`config.mk`:
```
export PLATFORM = sky130hd
export DESIGN_NAME = audio_stream_gain_mute_flat
export DESIGN_NICKNAME = d
export VERILOG_FILES = /design/src/rtl/audio_fx_pkg.sv /design/src/rtl/audio_stream_gain_mute_if.sv /design/src/rtl/audio_stream_gain_mute_lane.sv /design/src/rtl/audio_stream_gain_mute.sv /design/src/flat_wrapper.sv
export SDC_FILE = /design/constraint.sdc
export NUM_CORES = 2
export LEC_CHECK = 0
export ABC_AREA = 0
export ABC_CLOCK_PERIOD_IN_PS = 8080
export BUFFER_PORTS_ARGS = -buffer_cell sky130_fd_sc_hd__buf_4
export CAP_MARGIN = 20
export CORE_MARGIN = 5
export CORE_UTILIZATION = 55
export CTS_CLUSTER_SIZE = 16
export DETAILED_ROUTE_END_ITERATION = 8
export PLACE_DENSITY_LB_ADDON = 0.08
export SYNTH_ARGS = -nofsm -noshare
export SYNTH_HDL_FRONTEND = slang
export SYNTH_HIERARCHICAL = 1
export SYNTH_SLANG_ARGS = --single-unit
```
`constraint.sdc`:
```
create_clock -name CLOCK_50 -period 8.08 [get_ports CLOCK_50]
set_clock_uncertainty 0.2 [all_clocks]
set_input_delay 0.808 -clock CLOCK_50 [delete_from_list [all_inputs] [get_ports CLOCK_50]]
set_output_delay 0.808 -clock CLOCK_50 [all_outputs]
set_load 0.01 [all_outputs]
```
`src/rtl/audio_fx_pkg.sv`:
```
// Shared types and helpers for the audio gain/mute stage.
package audio_fx_pkg;

    typedef enum logic [1:0] {
        UNMUTED   = 2'd0,
        RAMP_DOWN = 2'd1,
        MUTED     = 2'd2,
        RAMP_UP   = 2'd3
    } ramp_state_t;

    localparam int GAIN_FRAC_W = 6;
    localparam int UNITY_GAIN  = 1 << GAIN_FRAC_W;

    // Clamp a sign-extended value into the signed range of a w-bit sample.
    function automatic logic signed [63:0] saturate(input logic signed [63:0] y, input int w);
        logic signed [63:0] hi;
        logic signed [63:0] lo;
        hi = (64'sd1 <<< (w - 1)) - 64'sd1;
        lo = -(64'sd1 <<< (w - 1));
        if (y > hi) return hi;
        if (y < lo) return lo;
        return y;
    endfunction

endpackage

```
`src/rtl/audio_stream_gain_mute_if.sv`:
```
// Per-lane valid/ready stream bundle between sources, this stage and sinks.
interface audio_stream_gain_mute_if #(
    parameter int DATA_W = 16,
    parameter int NUM_CH = 2
);
    logic [NUM_CH-1:0][DATA_W-1:0] in_data;
    logic [NUM_CH-1:0]             in_valid;
    logic [NUM_CH-1:0]             in_ready;
    logic [NUM_CH-1:0][DATA_W-1:0] out_data;
    logic [NUM_CH-1:0]             out_valid;
    logic [NUM_CH-1:0]             out_ready;

    modport master (
        output in_data, in_valid, out_ready,
        input  in_ready, out_data, out_valid
    );

    modport slave (
        input  in_data, in_valid, out_ready,
        output in_ready, out_data, out_valid
    );
endinterface

```
`src/rtl/audio_stream_gain_mute_lane.sv`:
```
// One audio lane: product stage, shift/saturate stage, sticky clip flag.
module audio_fx_lane
    import audio_fx_pkg::*;
#(
    parameter int DATA_W = 16,
    parameter int GAIN_W = 8,
    parameter int RAMP_W = 6
) (
    input  logic              clk_i,
    input  logic              rst_n_i,
    input  logic [DATA_W-1:0] in_data_i,
    input  logic              in_valid_i,
    output logic              in_ready_o,
    output logic [DATA_W-1:0] out_data_o,
    output logic              out_valid_o,
    input  logic              out_ready_i,
    input  logic [GAIN_W-1:0] gain_i,
    input  logic [RAMP_W:0]   level_i,
    input  logic              clip_clr_i,
    output logic              clip_o
);
    localparam int PW    = DATA_W + GAIN_W + RAMP_W + 2;
    localparam int SHIFT = GAIN_W - 2 + RAMP_W;

    logic                 s1_valid_q, s1_valid_d;
    logic signed [PW-1:0] s1_p_q, s1_p_d;
    logic                 s2_valid_q, s2_valid_d;
    logic [DATA_W-1:0]    s2_data_q, s2_data_d;
    logic                 clip_q, clip_d;

    logic                 adv2;
    logic                 accept;
    logic signed [PW-1:0] prod;
    logic signed [63:0]   y_full;
    logic signed [63:0]   y_sat;
    logic                 sat_hit;

    assign adv2       = s1_valid_q & (~s2_valid_q | out_ready_i);
    assign in_ready_o = ~s1_valid_q | adv2;
    assign accept     = in_valid_i & in_ready_o;

    assign prod = PW'($signed(in_data_i)) * PW'($signed({1'b0, gain_i}))
                * PW'($signed({1'b0, level_i}));

    // Arithmetic shift floors toward minus infinity, as intended for negatives.
    assign y_full  = 64'(s1_p_q >>> SHIFT);
    assign y_sat   = saturate(y_full, DATA_W);
    assign sat_hit = (y_sat != y_full);

    always_comb begin
        s1_valid_d = accept | (s1_valid_q & ~adv2);
        s1_p_d     = accept ? prod : s1_p_q;
        s2_valid_d = adv2 | (s2_valid_q & ~out_ready_i);
        s2_data_d  = adv2 ? y_sat[DATA_W-1:0] : s2_data_q;
        clip_d     = clip_clr_i ? 1'b0 : (clip_q | (adv2 & sat_hit));
    end

    always_ff @(posedge clk_i or negedge rst_n_i) begin
        if (!rst_n_i) begin
            s1_valid_q <= 1'b0;
            s1_p_q     <= '0;
            s2_valid_q <= 1'b0;
            s2_data_q  <= '0;
            clip_q     <= 1'b0;
        end else begin
            s1_valid_q <= s1_valid_d;
            s1_p_q     <= s1_p_d;
            s2_valid_q <= s2_valid_d;
            s2_data_q  <= s2_data_d;
            clip_q     <= clip_d;
        end
    end

    assign out_data_o  = s2_data_q;
    assign out_valid_o = s2_valid_q;
    assign clip_o      = clip_q;

endmodule

```
`src/rtl/audio_stream_gain_mute.sv`:
```
// N-lane gain/saturate stage with a shared soft-mute ramp driven by lane-0 traffic.
//   state     | meaning
//   UNMUTED   | level held at full scale
//   RAMP_DOWN | level steps down one per lane-0 accept
//   MUTED     | level held at zero
//   RAMP_UP   | level steps up one per lane-0 accept
module audio_stream_gain_mute
    import audio_fx_pkg::*;
#(
    parameter int DATA_W = 16,
    parameter int NUM_CH = 2,
    parameter int GAIN_W = 8,
    parameter int RAMP_W = 6
) (
    input  logic                     CLOCK_50,
    input  logic                     RESET_N,
    audio_stream_gain_mute_if.slave  st,
    input  logic [GAIN_W-1:0]        gain,
    input  logic                     mute,
    input  logic                     clip_clr,
    output logic [NUM_CH-1:0]        clip,
    output logic                     muted
);
    localparam logic [RAMP_W:0] LEVEL_MAX = (RAMP_W + 1)'(1 << RAMP_W);

    ramp_state_t       state_q, state_d;
    logic [RAMP_W:0]   level_q, level_d;
    logic [RAMP_W:0]   level_tgt;
    logic              acc0;

    logic [NUM_CH-1:0]             lane_in_ready;
    logic [NUM_CH-1:0]             lane_out_valid;
    logic [NUM_CH-1:0][DATA_W-1:0] lane_out_data;

    assign acc0      = st.in_valid[0] & lane_in_ready[0];
    assign level_tgt = mute ? '0 : LEVEL_MAX;

    // Ramp direction follows mute directly, so a reversal continues from the current level.
    always_comb begin
        state_d = state_q;
        level_d = level_q;
        case (state_q)
            UNMUTED: if (mute)  state_d = RAMP_DOWN;
            MUTED:   if (!mute) state_d = RAMP_UP;
            RAMP_DOWN, RAMP_UP: begin
                if (acc0) begin
                    if (mute && (level_q != '0))             level_d = level_q - 1'b1;
                    else if (!mute && (level_q != LEVEL_MAX)) level_d = level_q + 1'b1;
                end
                if (level_d == level_tgt) state_d = mute ? MUTED : UNMUTED;
                else                      state_d = mute ? RAMP_DOWN : RAMP_UP;
            end
            default: state_d = UNMUTED;
        endcase
    end

    always_ff @(posedge CLOCK_50 or negedge RESET_N) begin
        if (!RESET_N) begin
            state_q <= UNMUTED;
            level_q <= LEVEL_MAX;
        end else begin
            state_q <= state_d;
            level_q <= level_d;
        end
    end

    assign muted = (state_q == MUTED);

    for (genvar i = 0; i < NUM_CH; i++) begin : g_lane
        audio_fx_lane #(
            .DATA_W (DATA_W),
            .GAIN_W (GAIN_W),
            .RAMP_W (RAMP_W)
        ) u_lane (
            .clk_i       (CLOCK_50),
            .rst_n_i     (RESET_N),
            .in_data_i   (st.in_data[i]),
            .in_valid_i  (st.in_valid[i]),
            .in_ready_o  (lane_in_ready[i]),
            .out_data_o  (lane_out_data[i]),
            .out_valid_o (lane_out_valid[i]),
            .out_ready_i (st.out_ready[i]),
            .gain_i      (gain),
            .level_i     (level_q),
            .clip_clr_i  (clip_clr),
            .clip_o      (clip[i])
        );
    end

    assign st.in_ready  = lane_in_ready;
    assign st.out_valid = lane_out_valid;
    assign st.out_data  = lane_out_data;

endmodule

```
`src/flat_wrapper.sv`:
```
// flat-port wrapper written by rule: the top's interface ports become plain ports
module audio_stream_gain_mute_flat import audio_fx_pkg::*;
#(
    parameter int DATA_W = 16,
    parameter int NUM_CH = 2,
    parameter int GAIN_W = 8,
    parameter int RAMP_W = 6
)
  (CLOCK_50, RESET_N, gain, mute, clip_clr, clip, muted, st_in_data, st_in_valid, st_out_ready, st_in_ready, st_out_data, st_out_valid);
  audio_stream_gain_mute_if #(.DATA_W(DATA_W), .NUM_CH(NUM_CH)) st_i ();
  input  logic CLOCK_50;
  input  logic RESET_N;
  input  logic [GAIN_W-1:0] gain;
  input  logic mute;
  input  logic clip_clr;
  output logic [NUM_CH-1:0] clip;
  output logic muted;
  input wire logic [$bits(st_i.in_data)-1:0] st_in_data;
  input wire logic [$bits(st_i.in_valid)-1:0] st_in_valid;
  input wire logic [$bits(st_i.out_ready)-1:0] st_out_ready;
  output wire logic [$bits(st_i.in_ready)-1:0] st_in_ready;
  output wire logic [$bits(st_i.out_data)-1:0] st_out_data;
  output wire logic [$bits(st_i.out_valid)-1:0] st_out_valid;
  assign st_i.in_data = st_in_data;
  assign st_i.in_valid = st_in_valid;
  assign st_i.out_ready = st_out_ready;
  assign st_in_ready = st_i.in_ready;
  assign st_out_data = st_i.out_data;
  assign st_out_valid = st_i.out_valid;
  audio_stream_gain_mute #(.DATA_W(DATA_W), .NUM_CH(NUM_CH), .GAIN_W(GAIN_W), .RAMP_W(RAMP_W)) u_core (.CLOCK_50(CLOCK_50), .RESET_N(RESET_N), .st(st_i), .gain(gain), .mute(mute), .clip_clr(clip_clr), .clip(clip), .muted(muted));
endmodule
```
==> reports/results.txt <==
Worst slew margin: 0.343
Syn Area/Cell: 8.55 um^2
Achievable frequency: 115 MHz
Status: finished with violations
Post-CTS Hold Buffers: 0
CTS tree: yes
Rows: 79
Die Wd: 226 um
# DRC: 0
Max FO, Critical Path: 6
Nets: 4,256
Placer Congestion: 0.860
Most frequent cells in the layout: inv_1 (585), buf_4 (540), fa_1 (416)
Pre-antenna DRT Iters: 8
Cell taking the most area after synthesis: fa_1
Initial antenna violation count: 0
Num Clock Sinks: 87
Total CTS buffers: 9
Worst skew pair latency: 0.33 ns
Critical R2R Capture: u_core/g_lane[0].u_lane/s1_p_q[30]
Cells after synthesis: 3,002
Post-synth EDFFs: 0
Post-Route Setup TNS: -12.82 ns
Final setup violating endpoints: 33
Max_cap viols: 0
Top cell by count, worst path: fa_1
Share of cells above drive strength 1: 0.305
CP startpoint kind: input pin
Final period util: 1.08
Xor/xnor cell area share of the yosys netlist: 0.0287
IO buf count: 86
Min-Delay Path Class: input pin to asynchronous set/reset pin
Syn_nets: 3,737
Total GRT Usage: 0.253
Die H: 226 um
Crit path time final: 8.69 ns
Hold Fails Final Rpt: 0
DR WL/cell: 15.9 um
Reg2Reg Depth: 17
Top cell type's share of synthesized area: 0.356
Simple-Gate Fraction of Synth Area: 0.204
Synthesized-area fraction occupied by adder cells: 0.469
Cell Area, Placed: 30,800 um^2
Slowest cell on crit path: fa_1
Core Util, Final: 0.727
Vias in the first global route: 22,901
WHS: 0.178 ns
Crit-path max cell delay: 0.51 ns
Worst slew pin tran: 0.979 ns
Yosys reg bits: 87
Most used DFF post-synth: dfrtp_1
Yosys warns: 6
Worst setup margin: -0.607 ns
Initial Utilization: 0.553
RSZ-0062 raised after global routing: yes
Worst Setup Path Type: input pin to flip-flop
Clk buf depth: 2
Synth Area in Compound Gates: 0.0979
H-tree levels: 3
I/O Pins: 87
Post-synth cell types: 93
Clock transition at path regs: 0.06 ns
Area growth from synthesis to layout: 31.4%
Worst Path Required: 8.09 ns
Detailed-placement wirelength estimate: 50.7 mm
Root buffer cell: clkbuf_16
Final slew viol count: 0
Worst reg-to-reg setup slack: 2.13 ns
Post-route cell area: 33,700 um^2
Total vias in the final route: 21,561
Post-synth ARST share: 1.00
DR vias/cell: 5.22
# diodes: 0
Post-Syn Area: 25,700 um^2
DRT Wirelength: 65.6 mm
Grt total ovfl: 0
Core area: 46,400 um^2
Antenna Nets Post-Route: 0
Initial DRC count: 1,106
Largest net degree at the start of global routing: 62
Failing checks: setup timing
Die area: 51,100 um^2
Multiplexer share of the synthesized area: 0.00429
Most common cell after layout, fill and taps aside: inv_1
CP Capture Type: flip-flop
Worst EP arrival: 8.69 ns
Top cells by area, synth: fa_1 (36%), ha_1 (11%), inv_1 (9.4%)
First-pass GRT wire length: 109 mm
Largest family of logic cells by synthesized area: adder cells
Origin of the critical flop-to-flop path: u_core/level_q[2]
Seq/Total Area, Yosys: 0.0849
==> state kept, by name, summed over array words and instances (netlist names), named ones only <==
name and flops:
u_core/g_lane.u_lane/s1_p_q 40, u_core/g_lane.u_lane/clip_o 2, u_core/g_lane.u_lane/out_valid_o 2, u_core/level_q 7
u_core/state_q 1, u_core/g_lane.u_lane/out_data_o 32, u_core/g_lane.u_lane/s1_valid_q 2
==> through the flow <==
step / setup slack, ns / cells
final: -0.607 / 4132
after floorplan: -0.464 / 3002
after detailed placement: -1.14 / 4013
after global placement: -0.966 / 4013
after CTS: -0.576 / 4090
after global routing: -0.915 / 4132
==> critical path, delay by kind of cell <==
family                     cells  cell delay (ns)
adders and majority gates     10             4.27
AOI/OAI and AO/OA              8             1.23
and+or+nand+nor                7             1.08
buffers and inverters         10             0.92
xor gates and xnor gates       2             0.39
==> worst max path at each step <==
stage,startpoint,endpoint,slack [ns],cells after the start
after floorplan,gain[0],u_core/g_lane[1].u_lane/s1_p_q[31],-0.46,35
after global placement,gain[2],u_core/g_lane[0].u_lane/s1_p_q[29],-0.97,36
after detailed placement,gain[2],u_core/g_lane[1].u_lane/s1_p_q[24],-1.14,36
after CTS,gain[3],u_core/g_lane[0].u_lane/s1_p_q[28],-0.58,35
after global routing,gain[1],u_core/g_lane[1].u_lane/s1_p_q[24],-0.92,37
final,gain[1],u_core/g_lane[1].u_lane/s1_p_q[24],-0.61,37
==> logic make-up after synthesis <==
family                     Yosys count
xor gates and xnor gates            84
and+or+nand+nor                   1019
AOI/OAI and AO/OA                  373
DFF                                 87
muxes                               11
adders and majority gates          687
buffers and inverters              741
==> metal layers <==
metal | wire, um | vias to the layer above | GRT usage
met3 | 2930 | 90 | 0.0165
met2 | 31700 | 562 | 0.433
met5 | 0 | - | 0
met4 | 1150 | 0 | 0.0443
li1 | - | 10319 | -
met1 | 29800 | 10590 | 0.364
==> final cells by class <==
class / instances / area, um^2
Multi-Input combinational cell: 2174 / 23000
Fill cell: 3391 / 12600
Timing Repair Buffer: 607 / 5090
Inverter: 642 / 2410
Sequential cell: 87 / 2180
Tap cell: 607 / 759
Clock buffer: 12 / 267
Clock inverter: 3 / 17.5
==> synthesized netlist by cell type (10+ instances only) <==
| master | number |
|---|---|
| nand4_1 | 15 |
| o21ai_0 | 75 |
| clkbuf_1 | 81 |
| o31ai_1 | 11 |
| a21o_1 | 34 |
| xnor2_1 | 57 |
| ha_1 | 231 |
| o21a_1 | 10 |
| o21bai_1 | 11 |
| dfrtp_1 | 86 |
| nand2_1 | 367 |
| nand2b_1 | 26 |
| a21oi_1 | 125 |
| inv_1 | 642 |
| nor2_1 | 121 |
| and2_1 | 320 |
| buf_2 | 10 |
| and3_1 | 19 |
| fa_1 | 456 |
| o21ai_1 | 13 |
| nor3_1 | 31 |
| nor4_1 | 12 |
| nand3_1 | 22 |
| mux2i_1 | 11 |
| xor2_1 | 27 |
| nor2b_1 | 26 |
==> timing repair <==
| item | 4_1_cts | 5_1_grt |
|---|---|---|
| cloned | 3 | 1 |
| setup endpoints to repair | 38 | 40 |
| pin swaps | 163 | 223 |
| buffers inserted | 60 | 49 |
| resized for setup | 220 | 186 |
Power is left out: the tool's default activity adds up to more than one toggle a clock period on the data nets, which glitch-free logic cannot reach.
